`src/rtl/envia_resultado.sv`:
```
// ---------------------------------------------------------------------------
// envia_resultado
//
// Result transmitter of the arithmetic coprocessor. The compute core writes
// an N_ELEM x DATA_W result matrix into local storage and then arms the
// block. The HPS reads the matrix back one element per req/ack handshake
// over a 32-bit PIO word pair:
//   - HPS raises req. The block presents mem[index] and raises ack.
//   - HPS drops req. The block drops ack and advances the index.
// After the last element the block parks in DONE. From DONE it can be
// re-armed with new results, or restarted to re-read the same ones.
//
// Ports
//   clk          clock shared by the core and the HPS PIO
//   reset        asynchronous, active-high
//   res_wr_en    core write strobe into result storage
//   res_wr_addr  element index; out-of-range addresses are ignored
//   res_wr_data  element value
//   res_arm      one-cycle pulse: results complete, start a transfer
//   hps_in       [0] req, [1] restart, [31:2] unused
//   hps_out      [0] ack, [8:1] data, [13:9] index, [14] ready,
//                [15] last, [16] overrun (sticky), [31:17] zero
// ---------------------------------------------------------------------------
module envia_resultado #(
    parameter int N_ELEM = 25,
    parameter int DATA_W = 8
) (
    input  logic              clk,
    input  logic              reset,
    input  logic              res_wr_en,
    input  logic [4:0]        res_wr_addr,
    input  logic [DATA_W-1:0] res_wr_data,
    input  logic              res_arm,
    input  logic [31:0]       hps_in,
    output logic [31:0]       hps_out
);

    typedef enum logic [1:0] {
        ST_IDLE    = 2'd0,
        ST_READY   = 2'd1,
        ST_PRESENT = 2'd2,
        ST_DONE    = 2'd3
    } state_e;

    localparam logic [4:0] LAST_IDX = 5'(N_ELEM - 1);

    state_e            state_q, state_d;
    logic [4:0]        index_q, index_d;
    logic [DATA_W-1:0] data_q, data_d;
    logic              ack_q, ack_d;
    logic              ready_q, ready_d;
    logic              last_q, last_d;
    logic              overrun_q, overrun_d;

    // Result storage is deliberately left out of reset so that a reset
    // mid-transfer keeps the results for a later re-arm.
    logic [DATA_W-1:0] mem_q [N_ELEM];

    logic req_s;
    logic restart_s;
    logic addr_ok_s;
    logic wr_accept_s;
    logic unused_hps_s;

    assign req_s        = hps_in[0];
    assign restart_s    = hps_in[1];
    assign addr_ok_s    = (res_wr_addr <= LAST_IDX);
    assign unused_hps_s = ^hps_in[31:2];

    // Next-state, index, captured data and output-flag computation.
    always_comb begin
        state_d     = state_q;
        index_d     = index_q;
        data_d      = data_q;
        overrun_d   = overrun_q;
        wr_accept_s = 1'b0;

        case (state_q)
            ST_IDLE, ST_DONE: begin
                // Storage is only writable while no transfer is running.
                // A write in the same cycle as an arm lands before the
                // transfer starts, so that element is read back.
                wr_accept_s = res_wr_en & addr_ok_s;
                if (res_arm) begin
                    state_d   = ST_READY;
                    index_d   = 5'd0;
                    overrun_d = 1'b0;
                end else if ((state_q == ST_DONE) && restart_s && !req_s) begin
                    // Re-read the results already held, without a new arm.
                    state_d = ST_READY;
                    index_d = 5'd0;
                end else begin
                    state_d = state_q;
                end
            end

            ST_READY: begin
                if (res_wr_en) begin
                    overrun_d = 1'b1;
                end else begin
                    overrun_d = overrun_q;
                end
                if (req_s) begin
                    state_d = ST_PRESENT;
                    data_d  = mem_q[index_q];
                end else if (restart_s) begin
                    index_d = 5'd0;
                end else begin
                    state_d = ST_READY;
                end
            end

            ST_PRESENT: begin
                if (res_wr_en) begin
                    overrun_d = 1'b1;
                end else begin
                    overrun_d = overrun_q;
                end
                // restart is ignored here; only the falling req matters.
                if (!req_s) begin
                    if (index_q == LAST_IDX) begin
                        state_d = ST_DONE;
                        index_d = 5'd0;
                    end else begin
                        state_d = ST_READY;
                        index_d = index_q + 5'd1;
                    end
                end else begin
                    state_d = ST_PRESENT;
                end
            end

            default: begin
                state_d = ST_IDLE;
                index_d = 5'd0;
            end
        endcase

        // Flags are computed from the next state so that every hps_out bit
        // comes straight from a flop.
        ack_d   = (state_d == ST_PRESENT);
        ready_d = (state_d == ST_READY);
        last_d  = ((state_d == ST_READY) || (state_d == ST_PRESENT)) &&
                  (index_d == LAST_IDX);
    end

    // Control and output registers, cleared asynchronously.
    always_ff @(posedge clk or posedge reset) begin
        if (reset) begin
            state_q   <= ST_IDLE;
            index_q   <= 5'd0;
            data_q    <= '0;
            ack_q     <= 1'b0;
            ready_q   <= 1'b0;
            last_q    <= 1'b0;
            overrun_q <= 1'b0;
        end else begin
            state_q   <= state_d;
            index_q   <= index_d;
            data_q    <= data_d;
            ack_q     <= ack_d;
            ready_q   <= ready_d;
            last_q    <= last_d;
            overrun_q <= overrun_d;
        end
    end

    // Result storage write port.
    always_ff @(posedge clk) begin
        if (wr_accept_s) begin
            mem_q[res_wr_addr] <= res_wr_data;
        end
    end

    assign hps_out = {15'd0, overrun_q, last_q, ready_q, index_q, data_q, ack_q};

endmodule

```
`config.mk`:
```
export PLATFORM = sky130hd
export DESIGN_NAME = envia_resultado
export DESIGN_NICKNAME = d
export VERILOG_FILES = /design/src/rtl/envia_resultado.sv
export SDC_FILE = /design/constraint.sdc
export NUM_CORES = 1
export LEC_CHECK = 0
export BUFFER_PORTS_ARGS = -buffer_cell sky130_fd_sc_hd__buf_2
export CAP_MARGIN = 20
export CORE_ASPECT_RATIO = 0.8
export CORE_MARGIN = 2
export CORE_UTILIZATION = 40
export CTS_CLUSTER_SIZE = 20
export DETAILED_ROUTE_END_ITERATION = 8
export GPL_TIMING_DRIVEN = 0
export PLACE_DENSITY = 0.61
export SYNTH_ARGS = -nofsm -noshare
export SYNTH_HDL_FRONTEND = slang
export SYNTH_SLANG_ARGS = --single-unit
export TNS_END_PERCENT = 100
```
`constraint.sdc`:
```
create_clock -name clk -period 7.5 [get_ports clk]
set_input_delay 1.125 -clock clk [delete_from_list [all_inputs] [get_ports clk]]
set_output_delay 1.125 -clock clk [all_outputs]
set_load 0.02 [all_outputs]
```
==> results of run 1 <==
[cell type report]
| type | instances | area share (%) |
|---|---|---|
| Antenna cell | 2 | 0.04850 |
| Buffer | 40 | 2.607 |
| Clock buffer | 34 | 5.977 |
| Clock inverter | 6 | 0.8002 |
| Inverter | 9 | 0.3274 |
| Multi-Input combinational cell | 249 | 21.96 |
| Sequential cell | 219 | 62.80 |
| Tap cell | 306 | 3.710 |
| Timing Repair Buffer | 36 | 1.770 |
[state kept, by name, summed over array words and instances, names as in the netlist]
signal / flops
data_q: 8
last_q: 1
state_q: 2
ready_q: 1
index_q: 5
ack_q: 1
mem_q: 200
overrun_q: 1
[metrics by stage]
stage	instances	power (W)
after floorplan	517	0.001708
after global placement	858	0.001844
after detailed placement	858	0.001856
after CTS	898	0.002919
after global routing	899	0.003015
final	901	0.002905
[kinds of logic after synthesis]
| family | after synthesis | share of synthesized area, % |
|---|---|---|
| AOI/OAI and AO/OA | 58 | 4.562 |
| xor gates and xnor gates | 1 | 0.09736 |
| adders and majority gates | 7 | 0.9734 |
| buffers and inverters | 49 | 3.365 |
| DFF | 219 | 72.03 |
| muxes | 83 | 14.28 |
| other | 1 | 0.04168 |
| and+or+nand+nor | 85 | 4.645 |
[cells in the final DEF (no fill, tap or decap), types with 13 or more instances in the layout]
master     Yosys  layout
a22oi_1       13      13
buf_2         10      45
buf_4         22      22
clkbuf_1       4      15
clkbuf_16      0      23
conb_1         1      15
dfrtp_1       19      19
edfxtp_1     200     200
mux2_2        14      14
mux2i_1       35      35
mux4_2        31      31
nand2_1       19      19
nor2_1        35      35
[layer usage]
layer	part of all wire (%)	vias to the layer above	routed length, um	global-route usage [%]
met1	46	2492	9125	25.62
met5	0	-	0	0
met4	2.1	0	409	4.148
met3	6.6	25	1302	3.521
met2	45	176	8963	25.22
li1	-	2123	-	-
[report_power, final]
| part | switching, W | internal [W] |
|---|---|---|
| combinational | 0.000255 | 0.000166 |
| clock | 0.000437 | 0.000636 |
| sequential | 0.0000319 | 0.00138 |
[worst min path at each step]
stage                     cells after the start        end  slack, ps
after floorplan                               1  overrun_q        480
after global placement                        1  overrun_q        500
after detailed placement                      1  overrun_q        510
after CTS                                     1  overrun_q        530
after global routing                          1  overrun_q        570
final                                         1  overrun_q        520
==> metrics.md, run 1 <==
| Metric | Value |
|---|---|
| Outcome | finished clean |
| Min Hold Slack | 523.1 ps |
| VDD IR max | 0.1647 mV |
| Final worst setup slack | 4334 ps |
| Crit-path slowest cell | dfrtp_1 |
| Post-synth EDFFs | 200 |
| Cts repair resizes | 0 |
| Global-route wire length before repair | 29,440 um |
| ANT nets after route | 0 |
| Clock Tree Buf Depth | 3 |
| Fin crit period | 3166 ps |
| Fin util | 46.37% |
| FF+latch count, synth | 219 |
| Critical Path AT | 3610 ps |
| Starting Density | 40.43% |
| Setup_tns | 0 ps |
| R2R depth | 13 |
| CP startpoint | index_q[1] |
| Final period util | 42.22% |
| Syn Std Cell Area | 8997 sq um |
| Clk_lat worst skew | 510 ps |
| Share of cells above drive strength 1 | 25.13% |
| Crit Path Class | flip-flop to flip-flop |
| Setup WS pre-CTS | 4379 ps |
| Clock-pin slew on the worst setup and hold paths | 60 ps |
| Register area | 6481 sq um |
| Footprint of the multi-input gates | 2266 sq um |
| Routed vias | 4,816 |
| Post-synth top cells | edfxtp_1, mux2i_1, nor2_1 |
| Slack of the worst reg-to-reg path | 4330 ps |
| Clock buffer count from CTS | 23 |
| CORE AREA | 22,260 sq um |
| CP required | 7950 ps |
| I/O pin total | 81 |
| Kind of end point of the critical path | flip-flop |
| CP max FO | 10 |
| Top cells by area, synth | edfxtp_1, mux4_2, dfrtp_1, mux2i_1, buf_4 |
| Vias in the first global route | 4,836 |
| Sequential element share of the synthesized area | 72.03% |
| Yosys top cell area share | 66.75% |
| Sink Count | 219 |
| Fillers | 1,924 |
| Initial antenna violation count | 2 |
| Rows | 49 |
| Cts-stage hold buffer count | 0 |
| Power Density | 281.5 nW/um^2 |
| Die area | 23,720 sq um |
| CTS tree | done |
| Worst-margin pin slew | 897.1 ps |
| Placed cell area | 9608 sq um |
| Critical Path End | last_q |
| Post-DR wirelength/cell | 21.98 um |
| R2r endpoint | last_q |
| Final setup viols | 0 |
| Most common cell in the netlist | edfxtp_1 |
| Final hold vios | 0 |
| Worst-path cell chain | buf_2 > buf_2 > inv_1 > buf_2 > ha_1 > and4b_1 > a21oi_1 > o21ai_0 > inv_1 > ha_1 > a21oi_1 > o21ai_0 > and4bb_2 |
| Post-synth top flop | edfxtp_1 |
| Worst Path Buf+Inv | 5 |
| Die width | 171.7 um |
| Vias/cell | 5.345 |
| CP dominant cell by count | buf_2 |
| Max Slew Vio Count | 0 |
| Placer Congestion | 0.8561 |
| # Max-Cap Violations | 0 |
| Area growth from synthesis to layout | 14.70% |
| Final Net Count | 634 |
| Gr usage total | 16.94% |
| Count of cell types in the netlist | 50 |
| Port Buffers | 35 |
| Largest net degree at the start of global routing | 26 |
| Hold Path Class | flip-flop to flip-flop |
| Leakage power | 3.400 nW |
| Die H | 138.1 um |
| Critical Path Start Type | flip-flop |
| Routed WL | 19,800 um |
| Hold_sp | overrun_q |
| Critical path's top delay family | buffers and inverters |
| Fmax | 315.8 MHz |
| Initial DRC count | 466 |
| H-Tree Depth | 1 |
| Synth area leader | edfxtp_1 |
| Synth Warn # | 0 |
| Ys async rst share | 8.676% |
| RSZ-0062 raised after global routing | false |
| Max_slew headroom | 39.73% |
| Reg2reg start | index_q[1] |
| Setup bufs post-CTS | 0 |
| Crit path depth | 13 |
| DRC | 0 |
| Post-detail-place hpwl | 13,330 um |
| Clock skew | 20.76 ps |
| Finished Cell Area | 10,320 sq um |
| Post-synthesis instance total | 503 |
| Avg Synthesized Cell Area | 17.89 sq um |
| Pre-antenna DRT Iters | 5 |
| Root buf cell | clkbuf_16 |
| CP max stage delay | 430 ps |
| Grt ovf | 0 |
(Power assumes the default switching activity.)
==> run 2: changes to the inputs <==
- clock period: 7.5 -> 3.2 ns (I/O delays scaled with it)
==> run 2 against run 1 <==
Compared with the run above: clock power grew 140%; maximum frequency increased by 5.1%; routed wire length barely moved; sequential cell count did not move; final cell count unchanged; sequential power up 130%; first-iteration DRC count down 0.64%; worst hold slack got worse by 410 ps; combinational power is 130% higher; die area unchanged.
==> metrics.md, run 2 (same netlist as run 1, synthesis figures left out) <==
| Metric | Value |
|---|---|
| Outcome | finished clean |
| Setup_tns | 0 ps |
| Most common cell after layout, fill and taps aside | edfxtp_1 |
| Biggest regs | mem_q x200, data_q x8, index_q x5 |
| Cts-stage hold buffer count | 0 |
| Root buf cell | clkbuf_16 |
| H-Tree Depth | 1 |
| Most frequent cells in the layout | edfxtp_1, buf_2, nor2_1, mux2i_1, mux4_2 |
| CP required | 3650 ps |
| Clock buffer count from CTS | 23 |
| Final Power | 0.006809 W |
| Final period util | 94.16% |
| Starting Density | 40.43% |
| CORE AREA | 22,260 sq um |
| Max_slew headroom | 39.11% |
| Setup bufs post-CTS | 0 |
| Max Slew Vio Count | 0 |
| Post-detail-place hpwl | 13,330 um |
| Footprint of the multi-input gates | 2266 sq um |
| Max FFs per register | 200 |
| Routed vias | 4,791 |
| Post-DR wirelength/cell | 21.98 um |
| Fin crit period | 3013 ps |
| CP max FO | 10 |
| Worst Path Buf+Inv | 5 |
| Vias/cell | 5.317 |
| Fillers | 1,923 |
| Register area | 6481 sq um |
| Biggest register | mem_q |
| Final hold vios | 0 |
| Critical path's top delay family | buffers and inverters |
| Routed WL | 19,810 um |
| Critical Path Start Type | flip-flop |
| Hold Path Class | input port to async pin |
| Clock-pin slew on the worst setup and hold paths | 60 ps |
| # Max-Cap Violations | 0 |
| Gr usage total | 16.94% |
| Kind of end point of the critical path | flip-flop |
| Pre-antenna DRT Iters | 5 |
| Placer Congestion | 0.8561 |
| Crit path depth | 13 |
| Clock skew | 20.45 ps |
| Share of cells above drive strength 1 | 25.13% |
| Grt ovf | 0 |
| Die area | 23,720 sq um |
| Worst-path cell chain | buf_2 > buf_2 > inv_1 > clkbuf_4 > ha_1 > and4b_1 > a21oi_1 > o21ai_1 > inv_1 > ha_1 > a21oi_1 > o21ai_0 > and4bb_2 |
| CP max stage delay | 420 ps |
| Min Hold Slack | 114.4 ps |
| Global-route wire length before repair | 29,440 um |
| RSZ-0062 raised after global routing | false |
| Vias in the first global route | 4,836 |
| Worst-margin pin slew | 906.4 ps |
| I/O pin total | 81 |
| Initial DRC count | 463 |
| Port Buffers | 35 |
| ANT nets after route | 0 |
| Final Net Count | 634 |
| Largest net degree at the start of global routing | 26 |
| Die H | 138.1 um |
| Sink Count | 219 |
| Final setup viols | 0 |
| Crit Path Class | flip-flop to flip-flop |
| Critical Path AT | 3460 ps |
| Rows | 49 |
| VDD IR max | 0.3859 mV |
| Initial antenna violation count | 2 |
| Final worst setup slack | 187.0 ps |
| Leakage power | 3.402 nW |
| R2R depth | 13 |
| Clk_lat worst skew | 510 ps |
| DRC | 0 |
| CTS tree | done |
| Power Density | 659.7 nW/um^2 |
| Fmax | 331.9 MHz |
| Clock Tree Buf Depth | 3 |
| Area growth from synthesis to layout | 14.73% |
| Setup WS pre-CTS | 78.97 ps |
| Die width | 171.7 um |
| Fin util | 46.38% |
| Crit-path slowest cell | dfrtp_1 |
-- run 2: cell count changes in the layout (fill, tap and decap cells not counted) --
cell	change
o21ai_1	+1
clkbuf_4	+1
buf_2	-1
o21ai_0	-1
-- run 2: final cells by class --
class	count	area share, %
Buffer	40	2.630
Clock inverter	6	0.8000
Inverter	9	0.3273
Antenna cell	2	0.04848
Sequential cell	219	62.79
Tap cell	306	3.709
Timing Repair Buffer	36	1.770
Multi-Input combinational cell	249	21.95
Clock buffer	34	5.976
-- run 2: through the flow --
stage | cells | cell area [sq um]
6_report | 901 | 10320
5_1_grt | 899 | 10320
4_1_cts | 898 | 10310
3_5_place_dp | 858 | 9608
3_3_place_gp | 858 | 9608
2_1_floorplan | 517 | 9050
-- run 2: where the power goes --
group	total, W	switching [W]	internal, W
clock network	0.00252	0.00103	0.00149
logic	0.000988	0.000598	0.000390
registers	0.00331	0.0000736	0.00323
total	0.00681	0.00170	0.00511
-- run 2: metal layers --
metal / GRT usage [%] / routed length (um)
met5: 0 / 0
met4: 4.148 / 409
met3: 3.521 / 1391
met2: 25.22 / 8948
met1: 25.62 / 9056
-- run 2: worst paths after layout --
check                                start  slack (ps)    endpoint
worst max-delay path            index_q[1]         190      last_q
worst min-delay path                 reset         110     ready_q
worst max register to register  index_q[1]         190      last_q
worst min register to register   overrun_q         520   overrun_q
max in group asynchronous            reset        2580  index_q[1]
min in group clk                   res_arm         270   overrun_q
-- run 2: repair_timing --
action	in CTS	in global routing
hold endpoints to repair	0	0
endpoints found under the setup margin	0	1
resized for setup	0	2
